$ cat src/rtl/register_rename.sv
// Register rename stage feeding the reorder buffer.
// Architectural sources and destinations are mapped onto physical registers
// through a register alias table (RAT). New destinations are drawn from a
// circular free list that retirement refills through two free ports.
module register_rename #(
    parameter int NUM_ARCH = 32,
    parameter int NUM_PHYS = 64,
    parameter int PREG_W   = 6
) (
    input  logic              clk,
    input  logic              rst,
    input  logic              in_valid,
    output logic              in_ready,
    input  logic [31:0]       in_pc,
    input  logic [6:0]        in_opcode,
    input  logic [4:0]        in_rs1,
    input  logic [4:0]        in_rs2,
    input  logic [4:0]        in_rd,
    input  logic              in_has_rd,
    output logic              out_valid,
    input  logic              out_ready,
    output logic [31:0]       out_pc,
    output logic [6:0]        out_opcode,
    output logic [PREG_W-1:0] out_ps1,
    output logic [PREG_W-1:0] out_ps2,
    output logic [PREG_W-1:0] out_dr,
    output logic [PREG_W-1:0] out_old_dr,
    input  logic              free_valid_0,
    input  logic [PREG_W-1:0] free_preg_0,
    input  logic              free_valid_1,
    input  logic [PREG_W-1:0] free_preg_1,
    output logic [PREG_W:0]   free_count
);

    localparam int COUNT_W = PREG_W + 1;
    localparam logic [COUNT_W-1:0] FULL_COUNT  = COUNT_W'(NUM_PHYS);
    localparam logic [COUNT_W-1:0] RESET_COUNT = COUNT_W'(NUM_PHYS - NUM_ARCH);
    localparam logic [PREG_W-1:0]  RESET_TAIL  = PREG_W'(NUM_ARCH);
    localparam logic [PREG_W-1:0]  PTR_ONE     = PREG_W'(1);

    logic [PREG_W-1:0]  rat_q      [NUM_ARCH];
    logic [PREG_W-1:0]  rat_d      [NUM_ARCH];
    logic [PREG_W-1:0]  freelist_q [NUM_PHYS];
    logic [PREG_W-1:0]  freelist_d [NUM_PHYS];
    logic [PREG_W-1:0]  head_q, head_d;
    logic [PREG_W-1:0]  tail_q, tail_d;
    logic [COUNT_W-1:0] free_count_q, free_count_d;

    logic               out_valid_q, out_valid_d;
    logic [31:0]        out_pc_q, out_pc_d;
    logic [6:0]         out_opcode_q, out_opcode_d;
    logic [PREG_W-1:0]  out_ps1_q, out_ps1_d;
    logic [PREG_W-1:0]  out_ps2_q, out_ps2_d;
    logic [PREG_W-1:0]  out_dr_q, out_dr_d;
    logic [PREG_W-1:0]  out_old_dr_q, out_old_dr_d;

    logic               needs_alloc;
    logic               accept;
    logic               do_alloc;
    logic [PREG_W-1:0]  src1_preg;
    logic [PREG_W-1:0]  src2_preg;
    logic [PREG_W-1:0]  alloc_preg;
    logic [COUNT_W-1:0] count_work;

    // Handshake: accept when the output slot frees up this cycle and, for a
    // writer, the free list is non-empty (frees arriving now do not count).
    always_comb begin
        needs_alloc = in_has_rd && (in_rd != 5'd0);
        in_ready    = (!out_valid_q || out_ready) &&
                      (!needs_alloc || (free_count_q != '0));
        accept      = in_valid && in_ready;
        do_alloc    = accept && needs_alloc;
    end

    // Source lookup uses the table as it stood before this cycle's update;
    // x0 is hardwired to physical register 0.
    always_comb begin
        src1_preg  = (in_rs1 == 5'd0) ? '0 : rat_q[in_rs1];
        src2_preg  = (in_rs2 == 5'd0) ? '0 : rat_q[in_rs2];
        alloc_preg = freelist_q[head_q];
    end

    // Allocation: pop the head of the free list and remap the destination.
    always_comb begin
        rat_d  = rat_q;
        head_d = head_q;
        if (do_alloc) begin
            rat_d[in_rd] = alloc_preg;
            head_d       = head_q + PTR_ONE;
        end
    end

    // Frees: port 0 is appended before port 1; preg 0 is never a real free
    // and frees that would push the list past full are dropped.
    always_comb begin
        freelist_d = freelist_q;
        tail_d     = tail_q;
        count_work = free_count_q - COUNT_W'(do_alloc);
        if (free_valid_0 && (free_preg_0 != '0) && (count_work < FULL_COUNT)) begin
            freelist_d[tail_d] = free_preg_0;
            tail_d             = tail_d + PTR_ONE;
            count_work         = count_work + COUNT_W'(1);
        end
        if (free_valid_1 && (free_preg_1 != '0) && (count_work < FULL_COUNT)) begin
            freelist_d[tail_d] = free_preg_1;
            tail_d             = tail_d + PTR_ONE;
            count_work         = count_work + COUNT_W'(1);
        end
        free_count_d = count_work;
    end

    // Output register: load on accept, drop valid once consumed, else hold.
    always_comb begin
        out_valid_d  = out_valid_q;
        out_pc_d     = out_pc_q;
        out_opcode_d = out_opcode_q;
        out_ps1_d    = out_ps1_q;
        out_ps2_d    = out_ps2_q;
        out_dr_d     = out_dr_q;
        out_old_dr_d = out_old_dr_q;
        if (accept) begin
            out_valid_d  = 1'b1;
            out_pc_d     = in_pc;
            out_opcode_d = in_opcode;
            out_ps1_d    = src1_preg;
            out_ps2_d    = src2_preg;
            out_dr_d     = needs_alloc ? alloc_preg : '0;
            out_old_dr_d = needs_alloc ? rat_q[in_rd] : '0;
        end else if (out_ready) begin
            out_valid_d = 1'b0;
        end
    end

    // State registers; reset restores the identity map and a free list
    // holding the upper half of the physical file.
    always_ff @(posedge clk or posedge rst) begin
        if (rst) begin
            for (int i = 0; i < NUM_ARCH; i++) begin
                rat_q[i] <= PREG_W'(i);
            end
            for (int i = 0; i < NUM_PHYS; i++) begin
                freelist_q[i] <= PREG_W'(i + NUM_ARCH);
            end
            head_q       <= '0;
            tail_q       <= RESET_TAIL;
            free_count_q <= RESET_COUNT;
            out_valid_q  <= 1'b0;
            out_pc_q     <= '0;
            out_opcode_q <= '0;
            out_ps1_q    <= '0;
            out_ps2_q    <= '0;
            out_dr_q     <= '0;
            out_old_dr_q <= '0;
        end else begin
            rat_q        <= rat_d;
            freelist_q   <= freelist_d;
            head_q       <= head_d;
            tail_q       <= tail_d;
            free_count_q <= free_count_d;
            out_valid_q  <= out_valid_d;
            out_pc_q     <= out_pc_d;
            out_opcode_q <= out_opcode_d;
            out_ps1_q    <= out_ps1_d;
            out_ps2_q    <= out_ps2_d;
            out_dr_q     <= out_dr_d;
            out_old_dr_q <= out_old_dr_d;
        end
    end

    // Output port connections.
    always_comb begin
        out_valid  = out_valid_q;
        out_pc     = out_pc_q;
        out_opcode = out_opcode_q;
        out_ps1    = out_ps1_q;
        out_ps2    = out_ps2_q;
        out_dr     = out_dr_q;
        out_old_dr = out_old_dr_q;
        free_count = free_count_q;
    end

endmodule

$ cat config.mk
export PLATFORM = sky130hd
export DESIGN_NAME = register_rename
export DESIGN_NICKNAME = d
export VERILOG_FILES = /design/src/rtl/register_rename.sv
export SDC_FILE = /design/constraint.sdc
export NUM_CORES = 2
export LEC_CHECK = 0
export CORE_MARGIN = 2
export CORE_UTILIZATION = 25
export DETAILED_ROUTE_END_ITERATION = 6
export PLACE_DENSITY = 0.42
export SLEW_MARGIN = 10
export SYNTH_ARGS = -nofsm -noshare
export SYNTH_HDL_FRONTEND = slang
export SYNTH_SLANG_ARGS = --single-unit
$ cat constraint.sdc
create_clock -name clk -period 19.73 [get_ports clk]
set_input_delay 2.9595 -clock clk [delete_from_list [all_inputs] [get_ports clk]]
set_output_delay 2.9595 -clock clk [all_outputs]
set_load 0.02 [all_outputs]
Word level (Yosys, flattened, before mapping)
Index checks and enable logic that the tools add are counted.
{"block": "totals", "ff_bits": 659, "latchBits": 0, "ramBits": 0, "rom_bits": 0, "in_bits": 73, "output_inout_bits": 72, "wordCells": 184, "mem_count": 0}
{"block": "classes", "addsub": 6, "multipliers": 0, "div_mod_pow": 0, "n_lt_le_gt_ge": 11, "n_eq_ne": 0, "n_shift": 0, "n_mux": 33, "n_bitwise": 6, "reduce_logical": 22}
{"cell": "bitwise mux 384 bit", "n": 2}
{"cell": "two-way mux 384 bit", "n": 2}
{"cell": "bitwise mux 192 bit", "n": 1}
{"cell": "two-way mux 6 bit", "n": 17}
{"cell": "binary-select mux 6 bit (select 5 bit)", "n": 3}
{"cell": "demux 6 bit (select 6 bit)", "n": 2}
{"cell": "binary-select mux 6 bit (select 6 bit)", "n": 1}
{"cell": "demux 6 bit (select 5 bit)", "n": 1}
{"cell": "greater-or-equal comparator 7 bit, second input constant", "n": 3}
{"cell": "inverter 6 -> 7 bit", "n": 3}
{"cell": "adder 6 x 1 -> 6 bit, second input constant", "n": 3}
{"cell": "greater-or-equal comparator 6 bit, second input constant", "n": 3}
{"cell": "inverter 5 -> 6 bit", "n": 3}
{"cell": "adder 7 x 1 -> 7 bit, second input constant", "n": 2}
{"cell": "< comparator 7 x 1 -> 1 bit, second input constant", "n": 2}
{"cell": "< comparator 7 bit, second input constant", "n": 2}
{"cell": "two-way mux 7 bit", "n": 2}
{"cell": "nonzero test 6 bit", "n": 2}
{"cell": "logical AND 1 bit", "n": 11}
{"cell": "zero test 5 bit", "n": 2}
{"cell": "nonzero test 7 bit", "n": 1}
{"cell": "subtractor 7 x 1 -> 7 bit", "n": 1}
{"cell": "< comparator 6 x 1 -> 1 bit, second input constant", "n": 1}
{"cell": "nonzero test 5 bit", "n": 1}
{"cell": "other kinds (4)", "n": 7}

Logic depth before layout (Yosys ltp)
{"block": "depth", "word_depth": 18, "ltp_mapped": 17, "mapped_depth_nobuf": 14}

Worst setup path before layout
No wires, ideal clock.
{"block": "synth_path", "path_kind": "input port to flip-flop", "from": "input in_rd[1]", "to": "register freelist_q[222] (netlist bit)", "setup_ns": 0.125, "t_arrival_ns": 6.916, "required_time_ns": 19.605, "path_slack_ns": 12.689, "stages": 16, "n_path_buf": 4, "path_cell_list": "clkbuf_1 -> o41ai_1 -> or3_1 -> inv_1 -> clkbuf_1 -> ha_1 -> ha_1 -> nor3b_1 -> nand2b_4 -> and3_4 -> buf_6 -> mux2_4 -> or4_4 -> or2_1 -> buf_2 -> mux2_4"}
{"element": "start, declared", "line_no": "18", "text": "input logic [4:0] in_rd,"}
{"element": "end signal, assigned by index", "line_no": "142", "text": "freelist_q[i] <= PREG_W'(i + NUM_ARCH);"}
{"element": "end signal, assigned", "line_no": "156", "text": "freelist_q <= freelist_d;"}
{"element": "end, declared", "line_no": "43", "text": "logic [PREG_W-1:0] freelist_q [NUM_PHYS];"}

==> metrics.md <==
| Metric | Value |
|---|---|
| Syn avg cell area | `12.6 um^2` |
| Largest family of logic cells by synthesized area | `multiplexers` |
| Synth top area share | `25.4%` |
| Cell count after synthesis | `3012` |
| HPWL Detailed | `86.9 mm` |
| Num CTS Buffers | `86` |
| Distinct cells, synth | `69` |
| Final cell count without fillers | `5146` |
| Clock buffer depth | `3` |
| Utilization after layout | `29.2%` |
| Detailed-route via count | `25915` |
| Via density | `5.04` |
| Top_reg_cell synth | `dfrtp_1` |
| TritonRoute pass-1 iters | `7` |
| Rel. slew slack | `23.7%` |
| Post-Route WL | `135 mm` |
| Mux share of post-synthesis cell area | `37.6%` |
| Placed cells | `4983` |
| Mapped Area | `0.0380 mm^2` |
| Sink Count | `659` |
| Antenna violations before repair | `8` |
| Detail Route Antenna Nets | `0` |
| Max Slew Vio Count | `0` |
| Root buffer selected by CTS | `clkbuf_16` |
| Yosys reg bits | `659` |
| CP max FO | `16` |
| Register area share after synthesis | `44.3%` |
| Fin crit period | `9300 ps` |
| Syn_nets | `3092` |
| Psw | `2.34 mW` |
| Fraction of the mapped netlist area in compound gates | `6.90%` |
| Crit share post-route | `47.1%` |
| Ranking of synthesized cells by area | `dfrtp_1 (25%), dfstp_2 (19%), mux2_2 (17%)` |
| H-tree depth | `3` |
| Status | `completed` |
| CP Class | `input pin to flop` |
| Worst-Skew Late Latency | `720 ps` |
| Worst VDD drop | `109 uV` |
| Worst setup margin | `10430 ps` |
| Worst min path class | `flop to flop` |
| Combinational power share | `38.2%` |
| Max-cap violations | `0` |
| Post-CTS Hold Fix Bufs | `0` |
| Yosys warns | `0` |
| Synth Area in Adders | `0.231%` |
| Largest net degree at the start of global routing | `121` |
| CP Data Arrival Time | `9880 ps` |
| Buffer count from post-CTS setup fixing | `0` |
| RSZ-0062 raised after global routing | `false` |
| Final GP Congestion | `0.818` |
| Endpoints failing setup | `0` |
| Residual DRC count | `0` |
| Sequential power share | `36.3%` |
| Worst Clk Skew | `50.0 ps` |
| Die footprint | `0.155 mm^2` |
| IO buf count | `144` |
| Tot GR Track Use | `17.2%` |
| Row Count | `143` |
| Fraction of layout cells with a size suffix above 1 | `44.5%` |
| Core footprint | `0.151 mm^2` |
| CP Capture Type | `flop` |
| P_int | `3.98 mW` |
| Worst-path clk slew | `50 ps` |
| Worst Max-Slew Pin Slew | `1130 ps` |
| Cts repair resizes | `0` |
| Final net count | `3121` |
| Layout area overhead | `16.6%` |
| Most frequent cells in the layout | `mux2_2 (580), dfrtp_1 (383), nand2_1 (340), dfstp_2 (274), mux4_2 (264)` |
| Required @ worst endpoint | `20310 ps` |
| TritonCTS clock tree | `done` |
| PwrDens | `143 mW/mm^2` |
| Worst R2R Setup Slack | `12960 ps` |
| Clock Power Share | `25.6%` |
| Global route overflow | `0` |
| First-pass GRT wire length | `198 mm` |
| Setup TNS | `0 ps` |
| Final Hold Viols | `0` |
| Drt initial violations | `2078` |
| Die Y | `394 um` |
| Drt wl/cell | `26.2 um` |
| DP Worst Slack | `9910 ps` |
| Leak pwr | `18.0 nW` |
| I/O Pins | `145` |
| Die X | `394 um` |
| Initial core utilization | `25.1%` |
| Simple-gate share of the synthesized area | `7.60%` |
| Nature of the critical path startpoint | `input pin` |
| EDFF count, synth | `0` |
| Commonest non-fill, non-tap cell in the layout | `mux2_2` |
| Vias in the first global route | `26493` |
| Post-synthesis async set-or-reset flop share | `100%` |
| F_max | `108 MHz` |
| Cell taking the most area after synthesis | `dfrtp_1` |
| XOR/XNOR share of the synthesized area | `0.619%` |
| Switch share | `37.0%` |
[worst max-delay path: stages]
cell,delay [ps]
clkdlybuf4s50_1,620
or2_2,430
o41ai_1,870
or3_1,550
inv_1,520
ha_1,390
ha_1,320
inv_1,60
ha_1,220
nand2_1,80
a211o_1,160
o21a_1,580
nand3_1,890
nor2_1,790
mux2_2,400
[sequential cells by signal, indices dropped and copies added, names as in the netlist]
name,count
out_ps1,6
rat_q,192
out_valid,1
out_ps2,6
head_q,6
free_count,7
out_dr,6
out_pc,32
freelist_q,384
tail_q,6
out_opcode,7
out_old_dr,6
[final timing paths]
path,startpoint,endpoint,cells after the start
worst max-delay path,in_rd[2],freelist_q[26],15
worst min-delay path,rat_q[189],rat_q[189],0
worst max register to register,free_count[6],freelist_q[26],14
worst min register to register,rat_q[189],rat_q[189],0
max in group asynchronous,rst,rat_q[32],6
min in group asynchronous,rst,freelist_q[35],2
[power by group through the flow]
stage	Sequential, mW	Combinational [mW]	Clock [mW]
final	2.30	2.42	1.62
after CTS	2.29	2.43	1.66
after detailed placement	2.31	2.42	0
after floorplan	2.18	1.67	0
after global placement	2.31	2.41	0
after global routing	2.36	2.60	1.72
[synth_stat cells, types with 12 or more instances]
cell / instances
mux2_2: 580
buf_2: 16
a211oi_1: 12
inv_1: 12
mux4_2: 264
nor2_1: 85
a22oi_1: 114
mux2_1: 12
nand2_1: 340
o21ai_0: 211
nand3_1: 22
mux2i_1: 151
nand4_1: 17
clkbuf_1: 206
dfrtp_1: 385
a221oi_1: 12
or2_2: 12
a21oi_1: 24
and3_1: 13
xnor2_1: 18
nor3_1: 33
nand2b_1: 12
buf_1: 32
dfstp_2: 274
and2_1: 12
[layout make-up]
| class | count | area [um^2] |
|---|---|---|
| flip-flops and latches | 659 | 16800 |
| repair buffers | 198 | 1790 |
| fillers | 15527 | 107000 |
| inverters | 14 | 56.3 |
| well taps | 2030 | 2540 |
| clock buffers | 134 | 2510 |
| diodes | 1 | 2.50 |
| clock inverters | 28 | 370 |
| multi-input cells | 2082 | 20200 |
[cell families after synthesis]
family | Yosys count
buffers and inverters | 271
multiplexers | 1016
XOR/XNOR | 26
adder cells (fa/ha/maj) | 7
AND/OR/NAND/NOR | 609
flip-flops | 659
AO/OA/AOI/OAI | 424
[through the flow]
step                hold slack [ps]  power (mW)  cell area (um^2)
floorplan                       458        3.85             38000
global placement                400        4.72             41400
detailed placement              408        4.73             41400
CTS                             422        6.39             44300
global route                    437        6.67             44300
finish                          414        6.33             44300
[per-layer routing]
| layer | wire length (um) | share of wire [%] | GRT usage, % |
|---|---|---|---|
| met1 | 61300 | 45 | 24.0 |
| met3 | 7730 | 5.7 | 3.79 |
| met2 | 60400 | 45 | 26.0 |
| met5 | 92 | 0.068 | 0 |
| met4 | 5200 | 3.9 | 6.34 |
(Power assumes the default switching activity.)
